`config.mk`:
```
export PLATFORM = sky130hd
export DESIGN_NAME = muldiv_unit
export DESIGN_NICKNAME = d
export VERILOG_FILES = /design/src/rtl/muldiv_unit.sv
export SDC_FILE = /design/constraint.sdc
export NUM_CORES = 1
export LEC_CHECK = 0
export ABC_AREA = 1
export BUFFER_PORTS_ARGS = -buffer_cell sky130_fd_sc_hd__buf_2
export CAP_MARGIN = 20
export CORE_MARGIN = 2
export CORE_UTILIZATION = 49
export CTS_BUF_LIST = sky130_fd_sc_hd__clkbuf_4 sky130_fd_sc_hd__clkbuf_8
export DETAILED_ROUTE_END_ITERATION = 10
export HOLD_SLACK_MARGIN = 0.02
export PLACE_DENSITY = 0.68
export SLEW_MARGIN = 20
export SYNTH_ARGS = -nofsm -noshare
export SYNTH_HDL_FRONTEND = slang
export SYNTH_SLANG_ARGS = --single-unit
export TNS_END_PERCENT = 30
```
`constraint.sdc`:
```
create_clock -name clk -period 6 [get_ports clk]
set_clock_uncertainty 0.2 [all_clocks]
set_input_delay 1.2 -clock clk [delete_from_list [all_inputs] [get_ports clk]]
set_output_delay 1.2 -clock clk [all_outputs]
set_load 0.1 [all_outputs]
```
`src/rtl/muldiv_unit.sv`:
```
// muldiv_unit: iterative MIPS multiply/divide engine with architectural HI/LO.
// Multiply is shift-add and divide is restoring; each retires one bit per
// RUN cycle. A final FIX cycle applies sign correction and writes HI/LO.
module muldiv_unit #(
    parameter int unsigned WIDTH = 32
) (
    input  logic             clk,
    input  logic             reset_n,
    input  logic             start,
    input  logic [5:0]       funct,
    input  logic [WIDTH-1:0] a,
    input  logic [WIDTH-1:0] b,
    output logic             busy,
    output logic             done,
    output logic             err,
    output logic [WIDTH-1:0] hi,
    output logic [WIDTH-1:0] lo,
    output logic [WIDTH-1:0] rdata
);

    localparam int unsigned DW    = 2 * WIDTH;
    localparam int unsigned CNT_W = $clog2(WIDTH);

    localparam logic [5:0] F_MFHI  = 6'b010000;
    localparam logic [5:0] F_MTHI  = 6'b010001;
    localparam logic [5:0] F_MFLO  = 6'b010010;
    localparam logic [5:0] F_MTLO  = 6'b010011;
    localparam logic [5:0] F_MULT  = 6'b011000;
    localparam logic [5:0] F_MULTU = 6'b011001;
    localparam logic [5:0] F_DIV   = 6'b011010;
    localparam logic [5:0] F_DIVU  = 6'b011011;

    localparam logic [WIDTH-1:0] ONE_W    = WIDTH'(1);
    localparam logic [DW-1:0]    ONE_DW   = DW'(1);
    localparam logic [CNT_W-1:0] CNT_ONE  = CNT_W'(1);
    localparam logic [CNT_W-1:0] CNT_LAST = CNT_W'(WIDTH - 1);

    typedef enum logic [1:0] {
        S_IDLE = 2'd0,
        S_RUN  = 2'd1,
        S_FIX  = 2'd2
    } state_e;

    state_e           state_q;
    logic [CNT_W-1:0] cnt_q;
    logic [DW-1:0]    acc_q;
    logic [WIDTH-1:0] opd_q;
    logic             is_div_q;
    logic             neg_res_q;
    logic             neg_rem_q;
    logic             div0_q;
    logic [WIDTH-1:0] hi_q;
    logic [WIDTH-1:0] lo_q;
    logic             busy_q;
    logic             done_q;
    logic             err_q;

    // Decode/operand-preparation signals
    logic             is_mul_c;
    logic             is_div_c;
    logic             signed_op_c;
    logic             sign_a_c;
    logic             sign_b_c;
    logic [WIDTH-1:0] abs_a_c;
    logic [WIDTH-1:0] abs_b_c;

    // Iteration datapath signals
    logic [WIDTH:0]   mul_sum_c;
    logic [WIDTH:0]   div_rem_c;
    logic [WIDTH:0]   div_diff_c;
    logic             div_ge_c;
    logic [DW-1:0]    acc_d;

    // Sign-correction signals
    logic [DW-1:0]    prod_neg_c;
    logic [WIDTH-1:0] quo_c;
    logic [WIDTH-1:0] rem_c;
    logic [WIDTH-1:0] hi_d;
    logic [WIDTH-1:0] lo_d;

    // Funct decode and operand magnitudes for the accepting cycle
    always_comb begin
        is_mul_c    = 1'b0;
        is_div_c    = 1'b0;
        signed_op_c = 1'b0;
        unique case (funct)
            F_MULT:  begin is_mul_c = 1'b1; signed_op_c = 1'b1; end
            F_MULTU: begin is_mul_c = 1'b1; end
            F_DIV:   begin is_div_c = 1'b1; signed_op_c = 1'b1; end
            F_DIVU:  begin is_div_c = 1'b1; end
            default: ;
        endcase
        sign_a_c = signed_op_c & a[WIDTH-1];
        sign_b_c = signed_op_c & b[WIDTH-1];
        abs_a_c  = sign_a_c ? (~a + ONE_W) : a;
        abs_b_c  = sign_b_c ? (~b + ONE_W) : b;
    end

    // One shift-add or one restoring-divide step on the accumulator
    always_comb begin
        mul_sum_c  = {1'b0, acc_q[DW-1:WIDTH]} + (acc_q[0] ? {1'b0, opd_q} : '0);
        div_rem_c  = acc_q[DW-1:WIDTH-1];
        div_diff_c = div_rem_c - {1'b0, opd_q};
        div_ge_c   = (div_rem_c >= {1'b0, opd_q});
        acc_d      = {mul_sum_c, acc_q[WIDTH-1:1]};
        if (is_div_q) begin
            if (div_ge_c) begin
                acc_d = {div_diff_c[WIDTH-1:0], acc_q[WIDTH-2:0], 1'b1};
            end else begin
                acc_d = {div_rem_c[WIDTH-1:0], acc_q[WIDTH-2:0], 1'b0};
            end
        end
    end

    // Sign correction of the finished magnitude result
    always_comb begin
        prod_neg_c = ~acc_q + ONE_DW;
        quo_c      = acc_q[WIDTH-1:0];
        rem_c      = acc_q[DW-1:WIDTH];
        hi_d       = acc_q[DW-1:WIDTH];
        lo_d       = acc_q[WIDTH-1:0];
        if (is_div_q) begin
            // Division by zero leaves |a| as remainder; re-signing restores a
            hi_d = neg_rem_q ? (~rem_c + ONE_W) : rem_c;
            if (div0_q) begin
                lo_d = '1;
            end else begin
                lo_d = neg_res_q ? (~quo_c + ONE_W) : quo_c;
            end
        end else if (neg_res_q) begin
            hi_d = prod_neg_c[DW-1:WIDTH];
            lo_d = prod_neg_c[WIDTH-1:0];
        end
    end

    // Control FSM, iteration datapath and HI/LO registers
    always_ff @(posedge clk or negedge reset_n) begin
        if (!reset_n) begin
            state_q   <= S_IDLE;
            cnt_q     <= '0;
            acc_q     <= '0;
            opd_q     <= '0;
            is_div_q  <= 1'b0;
            neg_res_q <= 1'b0;
            neg_rem_q <= 1'b0;
            div0_q    <= 1'b0;
            hi_q      <= '0;
            lo_q      <= '0;
            busy_q    <= 1'b0;
            done_q    <= 1'b0;
            err_q     <= 1'b0;
        end else begin
            done_q <= 1'b0;
            err_q  <= 1'b0;
            unique case (state_q)
                S_IDLE: begin
                    if (start) begin
                        if (is_mul_c || is_div_c) begin
                            state_q   <= S_RUN;
                            cnt_q     <= '0;
                            busy_q    <= 1'b1;
                            is_div_q  <= is_div_c;
                            neg_res_q <= sign_a_c ^ sign_b_c;
                            neg_rem_q <= is_div_c & sign_a_c;
                            div0_q    <= is_div_c & (b == '0);
                            if (is_div_c) begin
                                acc_q <= {{WIDTH{1'b0}}, abs_a_c};
                                opd_q <= abs_b_c;
                            end else begin
                                acc_q <= {{WIDTH{1'b0}}, abs_b_c};
                                opd_q <= abs_a_c;
                            end
                        end else begin
                            unique case (funct)
                                F_MTHI:         hi_q  <= a;
                                F_MTLO:         lo_q  <= a;
                                F_MFHI, F_MFLO: ;
                                default:        err_q <= 1'b1;
                            endcase
                        end
                    end
                end
                S_RUN: begin
                    acc_q <= acc_d;
                    cnt_q <= cnt_q + CNT_ONE;
                    if (cnt_q == CNT_LAST) begin
                        state_q <= S_FIX;
                    end
                end
                S_FIX: begin
                    hi_q    <= hi_d;
                    lo_q    <= lo_d;
                    busy_q  <= 1'b0;
                    done_q  <= 1'b1;
                    state_q <= S_IDLE;
                end
                default: state_q <= S_IDLE;
            endcase
        end
    end

    assign busy  = busy_q;
    assign done  = done_q;
    assign err   = err_q;
    assign hi    = hi_q;
    assign lo    = lo_q;
    assign rdata = (funct == F_MFHI) ? hi_q : lo_q;

endmodule
```
* After elaboration in Yosys (flattened, before gate mapping)
Index checks and enable logic that the tools add are counted.
** Word-level totals
- Flip-flop bits (word level) :: 174
- Latch bits :: 0
- Bits in writable memories :: 0
- ROM bits :: 0
- Bits of input ports :: 73
- Output and inout bits :: 99
- Logic and storage cells :: 108
- Memories :: 0
** Cells by class
- $add $sub $neg :: 8
- Multipliers :: 0
- Divide/modulo/power cells :: 0
- $lt $le $gt $ge :: 1
- Equal/unequal tests :: 17
- Shift-type cells :: 0
- Multiplexer cells :: 44
- Bitwise logic cells :: 10
- Reduce and logical (&&, ||, !) cells :: 15
** Operators by type and width (number)
- two-way mux 32 bit :: 19
- two-way mux 64 bit :: 4
- adder 32 x 1 -> 32 bit (second input constant) :: 4
- NOT 32 bit :: 4
- one-hot mux 32 bit (2 select lines) :: 2
- one-hot mux 64 bit (2 select lines) :: 1
- adder 64 x 1 -> 64 bit (second input constant) :: 1
- NOT 64 bit :: 1
- == test 6 x 5 -> 1 bit (second input constant) :: 8
- adder 32 x 32 -> 33 bit :: 1
- >= comparator 33 x 32 -> 1 bit :: 1
- zero test 32 bit :: 1
- subtractor 32 bit :: 1
- AND reduction 3 bit :: 4
- two-way mux 1 bit :: 10
- two-way mux 5 bit :: 2
- one-hot mux 5 bit (2 select lines) :: 1
- inequality test 2 bit (second input constant) :: 4
- AND reduction 4 bit :: 2
- two-way mux 2 bit :: 3
- OR reduction 2 bit :: 3
- adder 5 x 1 -> 5 bit (second input constant) :: 1
- == test 5 bit (second input constant) :: 1
- AND 1 bit :: 4
- other kinds (10) :: 12

* Logic depth before layout (Yosys ltp)
- Word-level depth :: 9
- Depth in mapped cells :: 19
- Depth with buffers taken out :: 18

* Least setup slack after synthesis
Ideal clock, no wire load.
- Path type :: input to output
- Start point :: input funct[4]
- End point :: output rdata[0]
- Arrival :: 3972 ps
- Required time :: 4600 ps
- Path slack :: 628 ps
- Stages :: 5
- Path buffers :: 1
- Cells stage by stage :: inv_1 -> nor2_4 -> nand3_1 -> clkbuf_1 -> o21ai_0
** Between the ends
- Word-level cells in the longest chain between the ends :: 2
** RTL lines
- start: declaration :: line 10 : input logic [5:0] funct,
- == test 6 x 5 -> 1 bit :: line 207 : assign rdata = (funct == F_MFHI) ? hi_q : lo_q;
- two-way mux 32 bit :: line 207
- end: declaration :: line 18 : output logic [WIDTH-1:0] rdata
Every way passes these cells.

* Worst setup path in the final report
- Start point :: input funct[2]
- End point :: output rdata[3]
Same word-level chain as after synthesis.

==> metrics.md <==
| Metric | Value |
|---|---|
| Outcome | `finished, final reports clean` |
| Worst hold start | `busy` |
| GR peak layer | `met1` |
| Asr flop ratio synth | `100.0%` |
| Switch share | `63.24%` |
| P_int | `3.919 mW` |
| ANT nets after route | `0` |
| Measured slew at the worst slew-check pin | `1.092 ns` |
| CP Data Arrival Time | `2.83 ns` |
| Endpoints failing setup | `0` |
| TritonRoute pass-1 iters | `7` |
| Fin crit share | `70.55%` |
| Rows | `72` |
| Tmin final | `4.233 ns` |
| Synth area leaders | `dfrtp_1 23%, nand2_1 19%, nand3_1 9.2%` |
| Synthesis-to-layout area growth | `8.011%` |
| Hold EP | `busy` |
| Most common cell in the netlist | `nand2_1` |
| PortBufs | `171` |
| Final Max Tran Viols | `0` |
| Die area | `40550 µm²` |
| CTS tree | `done` |
| Post-CTS resize count | `0` |
| Share of the synthesized area in the top cell type | `22.81%` |
| Main flop type after synthesis | `dfrtp_1` |
| Worst-skew pair later-pin latency | `0.52 ns` |
| Ys Warns | `0` |
| Hold path cells | `2` |
| Yosys reg bits | `174` |
| Ant diodes | `0` |
| Post-CTS Setup Repair Bufs | `0` |
| Max incr delay on CP | `0.47 ns` |
| GR met1 Demand/Resource | `59.38%` |
| R2R depth | `13` |
| Starting density of the core | `49.50%` |
| Type of the worst setup path | `primary input to output port` |
| First-pass GRT wire length | `130700 µm` |
| Setup Total Neg Slack | `0 ns` |
| CP Max Fanout | `38` |
| Total CTS buffers | `17` |
| Die Wd | `201.4 µm` |
| Util after Layout | `53.47%` |
| Critical path endpoint category | `output port` |
| Max-slew headroom | `27.22%` |
| GR Util All Layers | `42.36%` |
| CP Cell Sequence | `buf_2 > nor2_1 > nand3_2 > buf_12 > o21ai_0 > buf_2` |
| Drt drc | `0` |
| Final wirelength | `88230 µm` |
| CTS Root Cell | `clkbuf_8` |
| Type of the worst min-delay path | `register to register` |
| RSZ-0062 raised after global routing | `no` |
| Drt wl/cell | `22.36 µm` |
| Crit path launch type | `primary input` |
| Logic pwr share | `70.8%` |
| Worst r2r src | `acc_q[0]` |
| Worst r2r dst | `acc_q[61]` |
| Final Cell Area | `20610 µm²` |
| Required time worst endpoint | `4.60 ns` |
| Vias in the first global route | `21230` |
| Clock power frac | `8.0%` |
| CP max stage cell | `buf_2` |
| Fin. Hold Viols | `0` |
| Clock sink count | `174` |
| Crit path depth | `6` |
| Syn nets | `3465` |
| P_sw | `6.743 mW` |
| Share of layout cells above drive strength 1 | `8.372%` |
| Placed cell area | `20210 µm²` |
| Gr ovfl total | `0` |
| R2r setup slk | `2.37 ns` |
| Seq/Total Area, Yosys | `22.81%` |
| Hold Buf Count CTS | `0` |
| Vias post-DR | `23730` |
| CP dominant cell by count | `buf_2` |
| Crit-path leading delay family | `buffers and inverters` |
| CTS max path bufs | `2` |
| VDD IR max | `0.2974 mV` |
| Drt initial violations | `3479` |
| M3 GR Usage | `13.09%` |
| Final Wtd Congestion | `1.078` |
| Pin count of the biggest net entering global routing | `96` |
| PD cells | `517.2 nW/µm²` |
| FMAX | `236.2 MHz` |
| Vias/cell | `6.013` |
| HPWL after DPL | `71610 µm` |
| Yosys top cell by area | `dfrtp_1` |
| Layout Nets | `3560` |
| Core area | `38560 µm²` |
| H-tree levels | `4` |
| Post-Syn Area per Cell | `5.749 µm²` |
| Post-Syn Area | `19090 µm²` |
| IO Pins | `172` |
| Max-cap violations | `0` |
| Filler cell count | `4107` |
| Met2 Track Usage GR | `58.47%` |
| Post-synth EDFFs | `0` |
| Initial antenna violation count | `2` |
| Cells after synthesis | `3320` |
| Worst Path Buf+Inv | `3` |
| Yosys cell types | `52` |
| Clk pin slew, worst setup/hold paths | `0.10 ns` |
| Leak | `10.79 nW` |
| Flop pwr share | `21.3%` |
| Die H | `201.4 µm` |
| Post-synth top cells | `973 x nand2_1, 457 x nor2_1, 450 x inv_1, 349 x nand3_1, 205 x o21ai_0` |
-- layer usage --
metal | vias up | share of wire [%]
met3 | 233 | 14
li1 | 10920 | -
met4 | 4 | 5.5
met2 | 1611 | 39
met5 | - | 0.026
met1 | 10960 | 41
-- registers in the layout, summed over array words and instances (netlist names) --
name,count
is_div_q,1
err,1
div0_q,1
acc_q,64
lo,32
opd_q,32
neg_res_q,1
hi,32
neg_rem_q,1
cnt_q,5
state_q,2
busy,1
done,1
-- metrics by stage --
step | power, mW | setup slack, ns | hold slack [ns] | cells
floorplan | 7.018 | 0.6280 | 0.2520 | 3320
global placement | 9.378 | 1.474 | 0.2665 | 3913
detailed placement | 9.432 | 1.266 | 0.2759 | 3913
CTS | 10.28 | 1.261 | 0.3000 | 3945
global route | 11.30 | 1.709 | 0.3141 | 3946
finish | 10.66 | 1.767 | 0.2959 | 3946
-- cell type report --
cell class                      instances  area (µm²)  share of cell area (%)
Clock buffer                           17       234.0                   1.135
Clock inverter                         15       152.6                  0.7405
Inverter                              464        1744                   8.461
Multi-Input combinational cell       2572       12490                   60.60
Sequential cell                       174        4355                   21.13
Tap cell                              518       648.1                   3.144
Timing Repair Buffer                  186       987.2                   4.789
-- tightest hold or removal path: cells and delay by family, from the launching register on --
kind	cells	cell delay, ns
flops	1	0.35
simple gates	2	0.12
-- layout by cell type (no fill, tap or decap), types with 12 or more instances in the layout --
cell type	netlist	final
ha_1	70	70
o21ai_0	205	205
a21boi_1	12	12
nand3b_1	15	15
xor2_1	39	39
nand2_2	12	12
o211ai_1	38	38
clkbuf_8	0	17
dfrtp_1	174	173
nand4_1	61	61
nand2_1	973	973
a31oi_1	15	15
inv_2	11	12
a22oi_1	28	28
nor3_1	27	27
xnor2_1	13	13
a21oi_1	163	163
nand3_1	349	348
buf_2	30	170
nor2_1	457	456
buf_4	6	14
inv_1	450	450
-- worst max-delay path by stage --
| stage | slack (ns) | to | startpoint |
|---|---|---|---|
| 2_1_floorplan | 0.63 | rdata[0] | funct[4] |
| 3_3_place_gp | 1.47 | rdata[18] | funct[2] |
| 3_5_place_dp | 1.27 | rdata[3] | funct[2] |
| 4_1_cts | 1.26 | rdata[3] | funct[2] |
| 5_1_grt | 1.71 | rdata[3] | funct[2] |
| 6_report | 1.77 | rdata[3] | funct[2] |
-- logic make-up after synthesis --
logic type,synth area share [%]
AOI/OAI and AO/OA,15.05
xor gates and xnor gates,2.386
adders and majority gates,4.799
buffers and inverters,11.79
DFF,22.81
muxes,0.6490
and+or+nand+nor,42.51
-- power by group through the flow --
| stage | sequential [mW] | clock [mW] | combinational [mW] |
|---|---|---|---|
| after detailed placement | 2.22 | 0 | 7.21 |
| after global placement | 2.21 | 0 | 7.17 |
| after floorplan | 2.16 | 0 | 4.86 |
| final | 2.27 | 0.852 | 7.54 |
| after CTS | 2.19 | 0.842 | 7.25 |
| after global routing | 2.26 | 0.887 | 8.15 |
(Power assumes the default switching activity.)
